File: src/rtl/lsu_pkg.sv
// Shared encodings, FSM states and helper functions for the byte-serial LSU.
package lsu_pkg;

    localparam int unsigned DATA_W = 32;
    localparam int unsigned CNT_W  = 2;
    localparam int unsigned NB_W   = 3;

    localparam logic [1:0] SZ_B = 2'b00;
    localparam logic [1:0] SZ_H = 2'b01;
    localparam logic [1:0] SZ_W = 2'b10;

    typedef enum logic [1:0] {
        IDLE   = 2'b00,
        ACCESS = 2'b01,
        DONE   = 2'b10
    } state_t;

    // Request attributes captured at acceptance (address kept separately, it is parameterised).
    typedef struct packed {
        logic              we;
        logic [1:0]        size;
        logic              is_unsigned;
        logic [DATA_W-1:0] wdata;
    } req_attr_t;

    // Number of byte accesses for a size code; 2'b11 behaves as a word.
    function automatic logic [NB_W-1:0] size_to_nbytes(input logic [1:0] size);
        case (size)
            SZ_B:    return NB_W'(1);
            SZ_H:    return NB_W'(2);
            default: return NB_W'(4);
        endcase
    endfunction

    // Natural-alignment test on the low address bits.
    function automatic logic is_misaligned(input logic [1:0] size, input logic [1:0] addr_lo);
        case (size)
            SZ_B:    return 1'b0;
            SZ_H:    return addr_lo[0];
            default: return (addr_lo != 2'b00);
        endcase
    endfunction

endpackage

File: src/rtl/lsu_load_extend.sv
// Sign/zero extension of the little-endian load assembly register.
module lsu_load_extend
    import lsu_pkg::*;
(
    input  logic [DATA_W-1:0] raw,
    input  logic [1:0]        size,
    input  logic              is_unsigned,
    output logic [DATA_W-1:0] rdata_c
);

    // Pick the significant bytes and replicate the sign bit unless unsigned.
    always_comb begin
        rdata_c = raw;
        case (size)
            SZ_B:    rdata_c = {{24{~is_unsigned & raw[7]}}, raw[7:0]};
            SZ_H:    rdata_c = {{16{~is_unsigned & raw[15]}}, raw[15:0]};
            default: rdata_c = raw;
        endcase
    end

endmodule

File: src/rtl/lsu_byte_serial.sv
// Byte-serial load/store unit in front of a byte-wide data memory.
// Splits byte/half/word requests into single-byte accesses, reassembles loads.
// Build option LSU_MISALIGN_TRAP_EN: misaligned requests complete at once with resp_err=1
// and never touch memory; otherwise they are serialised like any other request.
module lsu_byte_serial
    import lsu_pkg::*;
#(
    parameter int unsigned ADDR_W = 32
) (
    input  logic              clk,
    input  logic              rst,
    input  logic              req_valid,
    output logic              req_ready,
    input  logic              req_we,
    input  logic [1:0]        req_size,
    input  logic              req_unsigned,
    input  logic [ADDR_W-1:0] req_addr,
    input  logic [DATA_W-1:0] req_wdata,
    output logic              resp_valid,
    output logic [DATA_W-1:0] resp_rdata,
    output logic              resp_err,
    output logic              mem_read,
    output logic              mem_write,
    output logic [ADDR_W-1:0] mem_addr,
    output logic [DATA_W-1:0] mem_wd,
    input  logic [DATA_W-1:0] mem_rd
);

    state_t            state_q, state_n;
    req_attr_t         attr_q, attr_n;
    logic [ADDR_W-1:0] addr_q, addr_n;
    logic [CNT_W-1:0]  cnt_q, cnt_n;
    logic [NB_W-1:0]   nbytes_q, nbytes_n;
    logic [DATA_W-1:0] asm_q, asm_n;

    logic              req_ready_q, req_ready_n;
    logic              resp_valid_q, resp_valid_n;
    logic [DATA_W-1:0] resp_rdata_q, resp_rdata_n;
    logic              resp_err_q, resp_err_n;
    logic              mem_read_q, mem_read_n;
    logic              mem_write_q, mem_write_n;
    logic [ADDR_W-1:0] mem_addr_q, mem_addr_n;
    logic [DATA_W-1:0] mem_wd_q, mem_wd_n;

    logic              last_c;
    logic              trap_c;
    logic [DATA_W-1:0] ext_c;
    logic              mem_rd_unused;

    // Memory returns a sign-extended byte; only the byte itself is meaningful here.
    assign mem_rd_unused = ^mem_rd[DATA_W-1:8];

    // Final access of the current request.
    assign last_c = (NB_W'(cnt_q) == (nbytes_q - NB_W'(1)));

`ifdef LSU_MISALIGN_TRAP_EN
    // Misaligned requests bypass memory entirely.
    assign trap_c = is_misaligned(req_size, req_addr[1:0]);
`else
    assign trap_c = 1'b0;
`endif

    // Assembly register: cleared on acceptance, one byte lane filled per load access.
    always_comb begin
        asm_n = asm_q;
        if (state_q == IDLE && req_valid) begin
            asm_n = '0;
        end else if (state_q == ACCESS && !attr_q.we) begin
            asm_n[{cnt_q, 3'b000} +: 8] = mem_rd[7:0];
        end
    end

    // Extension sees the next assembly value so the final byte is included.
    lsu_load_extend u_extend (
        .raw         (asm_n),
        .size        (attr_q.size),
        .is_unsigned (attr_q.is_unsigned),
        .rdata_c     (ext_c)
    );

    // Next-state and next-output logic.
    always_comb begin
        state_n      = state_q;
        attr_n       = attr_q;
        addr_n       = addr_q;
        cnt_n        = cnt_q;
        nbytes_n     = nbytes_q;
        req_ready_n  = 1'b0;
        resp_valid_n = 1'b0;
        resp_rdata_n = resp_rdata_q;
        resp_err_n   = 1'b0;
        mem_read_n   = mem_read_q;
        mem_write_n  = mem_write_q;
        mem_addr_n   = mem_addr_q;
        mem_wd_n     = mem_wd_q;

        case (state_q)
            IDLE: begin
                if (req_valid) begin
                    attr_n = '{we: req_we, size: req_size, is_unsigned: req_unsigned,
                               wdata: req_wdata};
                    addr_n   = req_addr;
                    cnt_n    = '0;
                    nbytes_n = size_to_nbytes(req_size);
                    if (trap_c) begin
                        state_n      = DONE;
                        resp_valid_n = 1'b1;
                        resp_rdata_n = '0;
                        resp_err_n   = 1'b1;
                        mem_read_n   = 1'b0;
                        mem_write_n  = 1'b0;
                    end else begin
                        state_n     = ACCESS;
                        mem_read_n  = ~req_we;
                        mem_write_n = req_we;
                        mem_addr_n  = req_addr;
                        mem_wd_n    = {4{req_wdata[7:0]}};
                    end
                end
            end
            ACCESS: begin
                cnt_n = cnt_q + CNT_W'(1);
                if (last_c) begin
                    state_n      = DONE;
                    mem_read_n   = 1'b0;
                    mem_write_n  = 1'b0;
                    resp_valid_n = 1'b1;
                    resp_rdata_n = attr_q.we ? '0 : ext_c;
                end else begin
                    mem_addr_n = addr_q + ADDR_W'(cnt_n);
                    mem_wd_n   = {4{attr_q.wdata[{cnt_n, 3'b000} +: 8]}};
                end
            end
            DONE: begin
                state_n = IDLE;
            end
            default: begin
                state_n     = IDLE;
                mem_read_n  = 1'b0;
                mem_write_n = 1'b0;
            end
        endcase

        req_ready_n = (state_n == IDLE);
    end

    // State and output registers with synchronous reset.
    always_ff @(posedge clk) begin
        if (rst) begin
            state_q      <= IDLE;
            attr_q       <= '0;
            addr_q       <= '0;
            cnt_q        <= '0;
            nbytes_q     <= '0;
            asm_q        <= '0;
            req_ready_q  <= 1'b1;
            resp_valid_q <= 1'b0;
            resp_rdata_q <= '0;
            resp_err_q   <= 1'b0;
            mem_read_q   <= 1'b0;
            mem_write_q  <= 1'b0;
            mem_addr_q   <= '0;
            mem_wd_q     <= '0;
        end else begin
            state_q      <= state_n;
            attr_q       <= attr_n;
            addr_q       <= addr_n;
            cnt_q        <= cnt_n;
            nbytes_q     <= nbytes_n;
            asm_q        <= asm_n;
            req_ready_q  <= req_ready_n;
            resp_valid_q <= resp_valid_n;
            resp_rdata_q <= resp_rdata_n;
            resp_err_q   <= resp_err_n;
            mem_read_q   <= mem_read_n;
            mem_write_q  <= mem_write_n;
            mem_addr_q   <= mem_addr_n;
            mem_wd_q     <= mem_wd_n;
        end
    end

    assign req_ready  = req_ready_q;
    assign resp_valid = resp_valid_q;
    assign resp_rdata = resp_rdata_q;
    assign resp_err   = resp_err_q;
    assign mem_read   = mem_read_q;
    // Reset suppresses the negedge commit of an in-flight store byte.
    assign mem_write  = mem_write_q & ~rst;
    assign mem_addr   = mem_addr_q;
    assign mem_wd     = mem_wd_q;

endmodule
File: config.mk
export PLATFORM = sky130hd
export DESIGN_NAME = lsu_byte_serial
export DESIGN_NICKNAME = d
export VERILOG_FILES = /design/src/rtl/lsu_pkg.sv /design/src/rtl/lsu_load_extend.sv /design/src/rtl/lsu_byte_serial.sv
export SDC_FILE = /design/constraint.sdc
export NUM_CORES = 1
export LEC_CHECK = 0
export ABC_AREA = 1
export BUFFER_PORTS_ARGS = -buffer_cell sky130_fd_sc_hd__buf_4
export CORE_AREA = 2 2 127 129
export DETAILED_ROUTE_END_ITERATION = 8
export DIE_AREA = 0 0 129 131
export PLACE_DENSITY = 0.83
export SETUP_SLACK_MARGIN = 0.05
export SYNTH_ARGS = -nofsm -noshare
export SYNTH_HDL_FRONTEND = slang
export SYNTH_SLANG_ARGS = --single-unit
File: constraint.sdc
create_clock -name clk -period 4.7 [get_ports clk]
set_clock_uncertainty 0.05 [all_clocks]
set_input_delay 1.41 -clock clk [delete_from_list [all_inputs] [get_ports clk]]
set_output_delay 1.41 -clock clk [all_outputs]
set_load 0.005 [all_outputs]
Word level (Yosys, flattened, before mapping)
Cells that the tools add are included.
Widths: inputs -> output; s select.

cells by class
  $add $sub $neg = 4
  equal/unequal tests = 8
  shifts and indexed selects = 3
  multiplexer cells = 23
  bitwise logic cells = 8
  reduce and logical (&&, ||, !) cells = 14

operator list
  kind                    number
  $mux 32                 7
  $pmux 32 s2             3
  $add 32x2->32           1
  $bwmux 32               1
  $shift 8x7->32 const A  1
  $shiftx 32x6->8         1
  $shiftx 8x7->32         1
  $logic_not 2->1         4
  $pmux 2 s2              2
  $neg 5->7               1
  $eq 2x1->1 const B      3
  $mux 2                  3
  $ne 2x2->1 const B      3
  $pmux 1 s3              2
  $pmux 3 s2              1
  $reduce_and 2->1        3
  $reduce_and 3->1        2
  $not 1->1               5
  $mux 1                  4
  $and 1x1->1             3
  $eq 2x3->1              1
  $sub 3x1->3 const B     1
  $add 2x1->2 const B     1
  $eq 2x2->1 const B      1
  other kinds (4)         5

storage, ports and cells
  register bits = 207
  input bits = 103
  output and inout bits = 101
  logic and storage cells = 76

Logic depth before layout (Yosys ltp)
Gate-level depths: netlist of the first run.

  depth after elaboration = 8
  mapped depth = 13

Modules after synthesis
A second synthesis of the first run with hierarchy kept.

second synthesis, totals
  cells, all modules = 1,353
  area total of the unflattened synthesis = 9,200.1 um^2

modules (own cells, without submodules)
  module           instances  cells each  area an instance (um^2)  sequential area each (um^2)
  lsu_byte_serial  1          1,282       8,795.9                  3,663.5
  lsu_load_extend  1          71          404.1                    0.0

Worst setup path before layout of the first run
No wires, ideal clock.

  kind = input-to-output
  start point = in rst
  end point = out mem_write
  arrival = 1.755 ns
  required time = 3.240 ns
  slack = 1.485 ns
  stages on the path = 2
  buffers on the path = 1
  path through = clkbuf_1 > nor2_1

between the ends
  word-level cells in the longest chain between the ends = 2

RTL lines
  item             line                    text
  start, declared  lsu_byte_serial.sv:11   input logic rst,
  $not 1->1        lsu_byte_serial.sv:188  assign mem_write = mem_write_q & ~rst;
  $and 1x1->1      lsu_byte_serial.sv:188
  end, declared    lsu_byte_serial.sv:23   output logic mem_write,

No other way between the ends.

Worst setup path in the final report of the first run
Same ends and word-level chain as after synthesis.

==> results of run 1 <==
## layer usage
layer | wire length [um] | up-vias | global-route usage [%]
met2 | 11300 | 349 | 47.8
met4 | 555 | 0 | 10.6
li1 | - | 4351 | -
met5 | 0 | - | 0
met3 | 1870 | 43 | 6.43
met1 | 10600 | 3988 | 37.8
## worst max-delay path by stage
| stage | slack [ps] | endpoint | cells after the start |
|---|---|---|---|
| after floorplan | 1480 | mem_write | 2 |
| after global placement | 1330 | mem_write | 3 |
| after detailed placement | 1320 | mem_write | 3 |
| after CTS | 1320 | mem_write | 3 |
| after global routing | 1290 | mem_write | 3 |
| final | 1320 | mem_write | 3 |
## power by group through the flow
stage / logic, mW / clock network, mW / registers [mW]
after detailed placement: 0.610 / 0 / 1.77
final: 0.618 / 1.42 / 1.74
after global placement: 0.599 / 0 / 1.76
after floorplan: 0.406 / 0 / 1.75
after global routing: 0.689 / 1.49 / 1.75
after CTS: 0.615 / 1.42 / 1.73
## cells in the final DEF (no fill, tap or decap), types with 6 or more instances in the layout
cell,synthesis,layout
buf_4,26,186
dfxtp_1,183,183
inv_1,71,70
inv_2,6,7
a21oi_1,123,123
a211oi_2,7,7
ha_1,8,8
nor2_1,206,206
nand3_1,64,64
a221oi_1,6,6
nand3b_1,11,11
o21ai_0,117,117
xor2_1,7,7
clkbuf_16,0,17
nand2_1,328,327
## flip-flops by register name, summed over array words and instances (netlist names)
| name | flops |
|---|---|
| mem_wd | 8 |
| mem_read | 1 |
| asm_q | 32 |
| mem_addr | 32 |
| mem_write_q | 1 |
| cnt_q | 2 |
| nbytes_q | 3 |
| attr_q | 36 |
| resp_rdata | 32 |
| state_q | 2 |
| resp_valid | 1 |
| addr_q | 32 |
| req_ready | 1 |
## final cells by class
type / instances / area, um^2 / area share, %
diodes: 1 / 2.50 / 0.0238
clock buffers: 20 / 447 / 4.24
clock inverters: 10 / 121 / 1.15
inverters: 79 / 298 / 2.83
multi-input cells: 927 / 4330 / 41.1
flip-flops and latches: 183 / 3660 / 34.8
well taps: 216 / 270 / 2.57
repair buffers: 186 / 1400 / 13.3
## metrics by stage
stage / hold WS [ps] / cell area [um^2] / total power [mW] / instances / util (%)
4_1_cts: 402 / 10500 / 3.77 / 1621 / 67.5
3_5_place_dp: 393 / 9960 / 2.38 / 1591 / 63.8
2_1_floorplan: 374 / 8780 / 2.15 / 1280 / -
6_report: 405 / 10500 / 3.77 / 1622 / 67.5
5_1_grt: 414 / 10500 / 3.92 / 1622 / 67.5
3_3_place_gp: 388 / 9960 / 2.36 / 1591 / 63.8
## worst max-delay path: stages
cell and delay, ps:
buf_4 140, nor2_1 220, buf_4 160
## logic make-up after synthesis
group	synth area share, %
compound gates	17.0
simple gates	29.7
mux	0.114
other cells	0.0427
flops	41.7
fa+ha+maj	1.37
xor+xnor	0.998
buf+inv	9.04
==> flow_metrics.env, run 1 <==
export IMPL_hp_start="attr_q[26]"
export IMPL_hold_viol=0
export IMPL_grt_pass1_vias=7910
export IMPL_relSlewSlack_pct=29.0
export IMPL_reg2reg_slack_ps=1740
export IMPL_rsz0062_at_grt="false"
export IMPL_area_delta_synth_final_pct=19.9
export IMPL_ios=204
export IMPL_r2r_end="mem_addr[28]"
export IMPL_core_rowCount=46
export IMPL_reg2reg_depth=12
export IMPL_first_iter_violations=790
export IMPL_netlist_instances=1280
export IMPL_drt_total_wl_um=24300
export IMPL_synth_top_area_share_pct=41.7
export IMPL_path_class="primary input to output pin"
export IMPL_report_final_slew_viol_count=0
export IMPL_netlist_area_um2=8780
export IMPL_yosys_warnings=0
export IMPL_yosysUniqueCellTypes=45
export IMPL_whs_path_depth=2
export IMPL_p_sw_share_pct=28.4
export IMPL_drive_above_1_share_pct=17.7
export IMPL_die_h_um=131
export IMPL_synth_edff_count=0
export IMPL_finalWeightedCongestion=0.951
export IMPL_status="complete, no violations"
export IMPL_yosys_area_top_type="dfxtp_1"
export IMPL_crit_path_end_kind="output pin"
export IMPL_overflow=0
export IMPL_cts_buffers=17
export IMPL_path_max_fanout=3
export IMPL_clk_latency_ps=430
export IMPL_p_switching_mw=1.07
export IMPL_min_path_type="register to register"
export IMPL_synth_common_cells="nand2_1 (328), nor2_1 (206), dfxtp_1 (183)"
export IMPL_leakage_nw=4.47
export IMPL_ant_nets=0
export IMPL_syn_num_nets=1392
export IMPL_power_frac_comb_pct=16.4
export IMPL_grt_pass1_wl_um=39000
export IMPL_start_kind="primary input"
export IMPL_grt_max_degree=76
export IMPL_max_freq_mhz=295
export IMPL_initial_core_util_pct=56.3
export IMPL_synth_area_leaders="dfxtp_1 (42%), nand2_1 (14%), nor2_1 (8.8%)"
export IMPL_cp_arrival_ps=1920
export IMPL_viasPerCell=5.38
export IMPL_timing_rr_start="cnt_q[1]"
export IMPL_pwr_share_seq_pct=46.0
export IMPL_postCtsSetupBuffers=0
export IMPL_die_w_um=129
export IMPL_clk_pin_slew_ps=70
export IMPL_yosysSeqAreaShare_pct=41.7
export IMPL_maxCapViolations=0
export IMPL_setup_viol=0
export IMPL_dp_hpwl_um=17100
export IMPL_async_flop_share_pct=0
export IMPL_n_fill_cell=1358
export IMPL_antenna_found_initial=1
export IMPL_drc=0
export IMPL_vias=8731
export IMPL_finalWorstSetupSlack_ps=1320
export IMPL_yosysMostFrequentCell="nand2_1"
export IMPL_setup_tns_ps=0
export IMPL_p_int_mw=2.70
export IMPL_dp_slack_ps=1320
export IMPL_pwr_share_clk_pct=37.6
export IMPL_numPortBuffers=178
export IMPL_fin_nets=1506
export IMPL_period_share_pct=72.0
export IMPL_ir_worst_vdd_mv=0.294
export IMPL_ctsResizeCount=0
export IMPL_track_usage_pct=29.1
export IMPL_clockBufferDepth=2
export IMPL_core_area_um2=15600
export IMPL_dieArea_um2=16900
export IMPL_min_to="attr_q[26]"
export IMPL_final_min_clock_period_ps=3380
export IMPL_startpoint="rst"
export IMPL_htreeDepth=4
export IMPL_clock_sinks=183
export IMPL_root_buffer="clkbuf_16"
export IMPL_powerDensity_nw_per_um2=358
export IMPL_drt_pass1_iterations=5
export IMPL_cp_data_required_time_ps=3240
export IMPL_cts_tree="built"
export IMPL_ys_seq_elements=183
export IMPL_holdBufCountCts=0
export IMPL_wl_per_cell_um=15.0
export IMPL_worst_slew_pin_slew_ps=1060
export IMPL_synthFlopType="dfxtp_1"
export IMPL_avgSynthCellArea_um2=6.86
Note: power is estimated with default switching activity, not from simulation.
==> run 2, diff against run 1 <==
CORE_AREA = 2 2 137 139   (was 2 2 127 129)
DIE_AREA = 0 0 139 141   (was 0 0 129 131)
PLACE_DENSITY = 0.76   (was 0.83)
clock period = 2.76 ns   (was 4.7 ns; I/O delays follow)
==> run 2 against run 1 <==
Compared with the run above:
- count of clock-buffer cells in the layout shrank 1
- first-iteration DRC count shrank 19%
- critical path depth grew 6
- sequential share of layout area shrank 0.51 points
- clock power grew 74%
- cell count grew 1.8%
- total power grew 73%
- hold slack lost 4.2 ps
==> flow_metrics.env, run 2 (synthesis results as in run 1) <==
export IMPL_status="complete, no violations"
export IMPL_initial_core_util_pct=48.1
export IMPL_dp_hpwl_um=17700
export IMPL_leakage_nw=4.57
export IMPL_vias=8673
export IMPL_min_path_type="register to register"
export IMPL_first_iter_violations=638
export IMPL_period_share_pct=90.2
export IMPL_n_fill_cell=1770
export IMPL_ctsResizeCount=0
export IMPL_numPortBuffers=178
export IMPL_htreeDepth=4
export IMPL_die_h_um=141
export IMPL_hold_viol=0
export IMPL_start_kind="register"
export IMPL_cp_data_required_time_ps=3020
export IMPL_cp_common_cell="a21oi_1"
export IMPL_grt_pass1_vias=7979
export IMPL_design_area_um2=10700
export IMPL_pwr_share_seq_pct=45.3
export IMPL_cts_buffers=17
export IMPL_setup_tns_ps=0
export IMPL_clk_latency_ps=430
export IMPL_clock_sinks=183
export IMPL_clk_pin_slew_ps=70
export IMPL_finalWorstSetupSlack_ps=270
export IMPL_core_area_um2=18300
export IMPL_drive_above_1_share_pct=18.6
export IMPL_postCtsSetupBuffers=0
export IMPL_cp_arrival_ps=2750
export IMPL_holdWs_ps=401
export IMPL_maxCapViolations=0
export IMPL_startpoint="nbytes_q[0]"
export IMPL_cp_slowest_cell="clkinv_2"
export IMPL_antenna_found_initial=1
export IMPL_layout_cells_non_filler=1652
export IMPL_mostFrequentLayoutCells="nand2_1 (327), nor2_1 (206), buf_4 (195)"
export IMPL_dp_slack_ps=318
export IMPL_power_frac_comb_pct=16.6
export IMPL_path_class="register to register"
export IMPL_setup_viol=0
export IMPL_dp_cells=1620
export IMPL_root_buffer="clkbuf_16"
export IMPL_drt_total_wl_um=24700
export IMPL_r2r_end="mem_addr[21]"
export IMPL_reg2reg_slack_ps=270
export IMPL_multiInputGateArea_um2=4330
export IMPL_worst_slew_pin_slew_ps=668
export IMPL_worstPathCellList="inv_1 -> ha_1 -> xor2_1 -> nand3_1 -> nand2_2 -> nand2_4 -> clkinv_2 -> a21oi_1 -> a21oi_1"
export IMPL_overflow=0
export IMPL_ios=204
export IMPL_cp_slowest_stage_delay_ps=410
export IMPL_endpoint="mem_addr[21]"
export IMPL_drt_pass1_iterations=7
export IMPL_viasPerCell=5.25
export IMPL_p_int_mw=4.66
export IMPL_die_w_um=139
export IMPL_area_delta_synth_final_pct=21.7
export IMPL_cts_tree="built"
export IMPL_report_final_slew_viol_count=0
export IMPL_final_min_clock_period_ps=2490
export IMPL_placed_area_um2=10100
export IMPL_core_rowCount=50
export IMPL_max_freq_mhz=402
export IMPL_track_usage_pct=24.8
export IMPL_rsz0062_at_grt="false"
export IMPL_mostFrequentLayoutCell="nand2_1"
export IMPL_wl_per_cell_um=14.9
export IMPL_top_register="attr_q"
export IMPL_largest_reg_flops=36
export IMPL_seq_area_um2=3660
export IMPL_crit_path_end_kind="register"
export IMPL_relSlewSlack_pct=55.3
export IMPL_drc=0
export IMPL_grt_pass1_wl_um=39400
export IMPL_ir_worst_vdd_mv=0.453
export IMPL_timing_rr_start="nbytes_q[0]"
export IMPL_path_max_fanout=25
export IMPL_finalWeightedCongestion=0.910
export IMPL_holdBufCountCts=0
export IMPL_pwr_share_clk_pct=38.0
export IMPL_dieArea_um2=19600
export IMPL_p_switching_mw=1.85
export IMPL_fin_nets=1517
export IMPL_clockBufferDepth=2
export IMPL_fin_total_pwr_mw=6.50
export IMPL_powerDensity_nw_per_um2=609
export IMPL_p_sw_share_pct=28.4
export IMPL_reg2reg_depth=9
export IMPL_grt_max_degree=60
export IMPL_ant_nets=0
export IMPL_final_util_pct=58.5
-- run 2: layer usage --
metal	GRT usage [%]	vias to the layer above	routed length, um
met1	32.3	3976	10800
met5	0	-	0
met3	5.40	27	1840
met2	40.9	304	11600
met4	8.40	0	482
li1	-	4366	-
-- run 2: critical path: cells and delay by family (launching register included) --
kind	cells	cell delay, ps
simple gates	3	660
buf+inv	2	470
flops	1	370
compound gates	2	360
fa+ha+maj	1	300
xor+xnor	1	170
-- run 2: worst min-delay path by stage --
| stage | depth (start not counted) | start | slack (ps) | end |
|---|---|---|---|---|
| CTS | 2 | attr_q[28] | 400 | attr_q[28] |
| finish | 2 | attr_q[30] | 400 | attr_q[30] |
| detailed placement | 2 | attr_q[28] | 390 | attr_q[28] |
| global route | 2 | attr_q[27] | 420 | attr_q[27] |
| floorplan | 2 | attr_q[25] | 370 | attr_q[25] |
| global placement | 2 | attr_q[27] | 380 | attr_q[27] |
-- run 2: layout make-up --
cell class / instances / share of cell area (%)
multi-input cells: 927 / 40.5
clock buffers: 19 / 4.24
inverters: 79 / 2.79
flip-flops and latches: 183 / 34.3
diodes: 1 / 0.0234
well taps: 234 / 2.74
clock inverters: 12 / 1.33
repair buffers: 197 / 14.1
-- run 2: power by group through the flow --
stage | Clock, mW | Sequential (mW) | Combinational, mW
2_1_floorplan | 0 | 2.98 | 0.691
3_3_place_gp | 0 | 3.00 | 1.06
3_5_place_dp | 0 | 3.01 | 1.08
4_1_cts | 2.52 | 2.95 | 1.08
5_1_grt | 2.62 | 2.97 | 1.20
6_report | 2.47 | 2.95 | 1.08
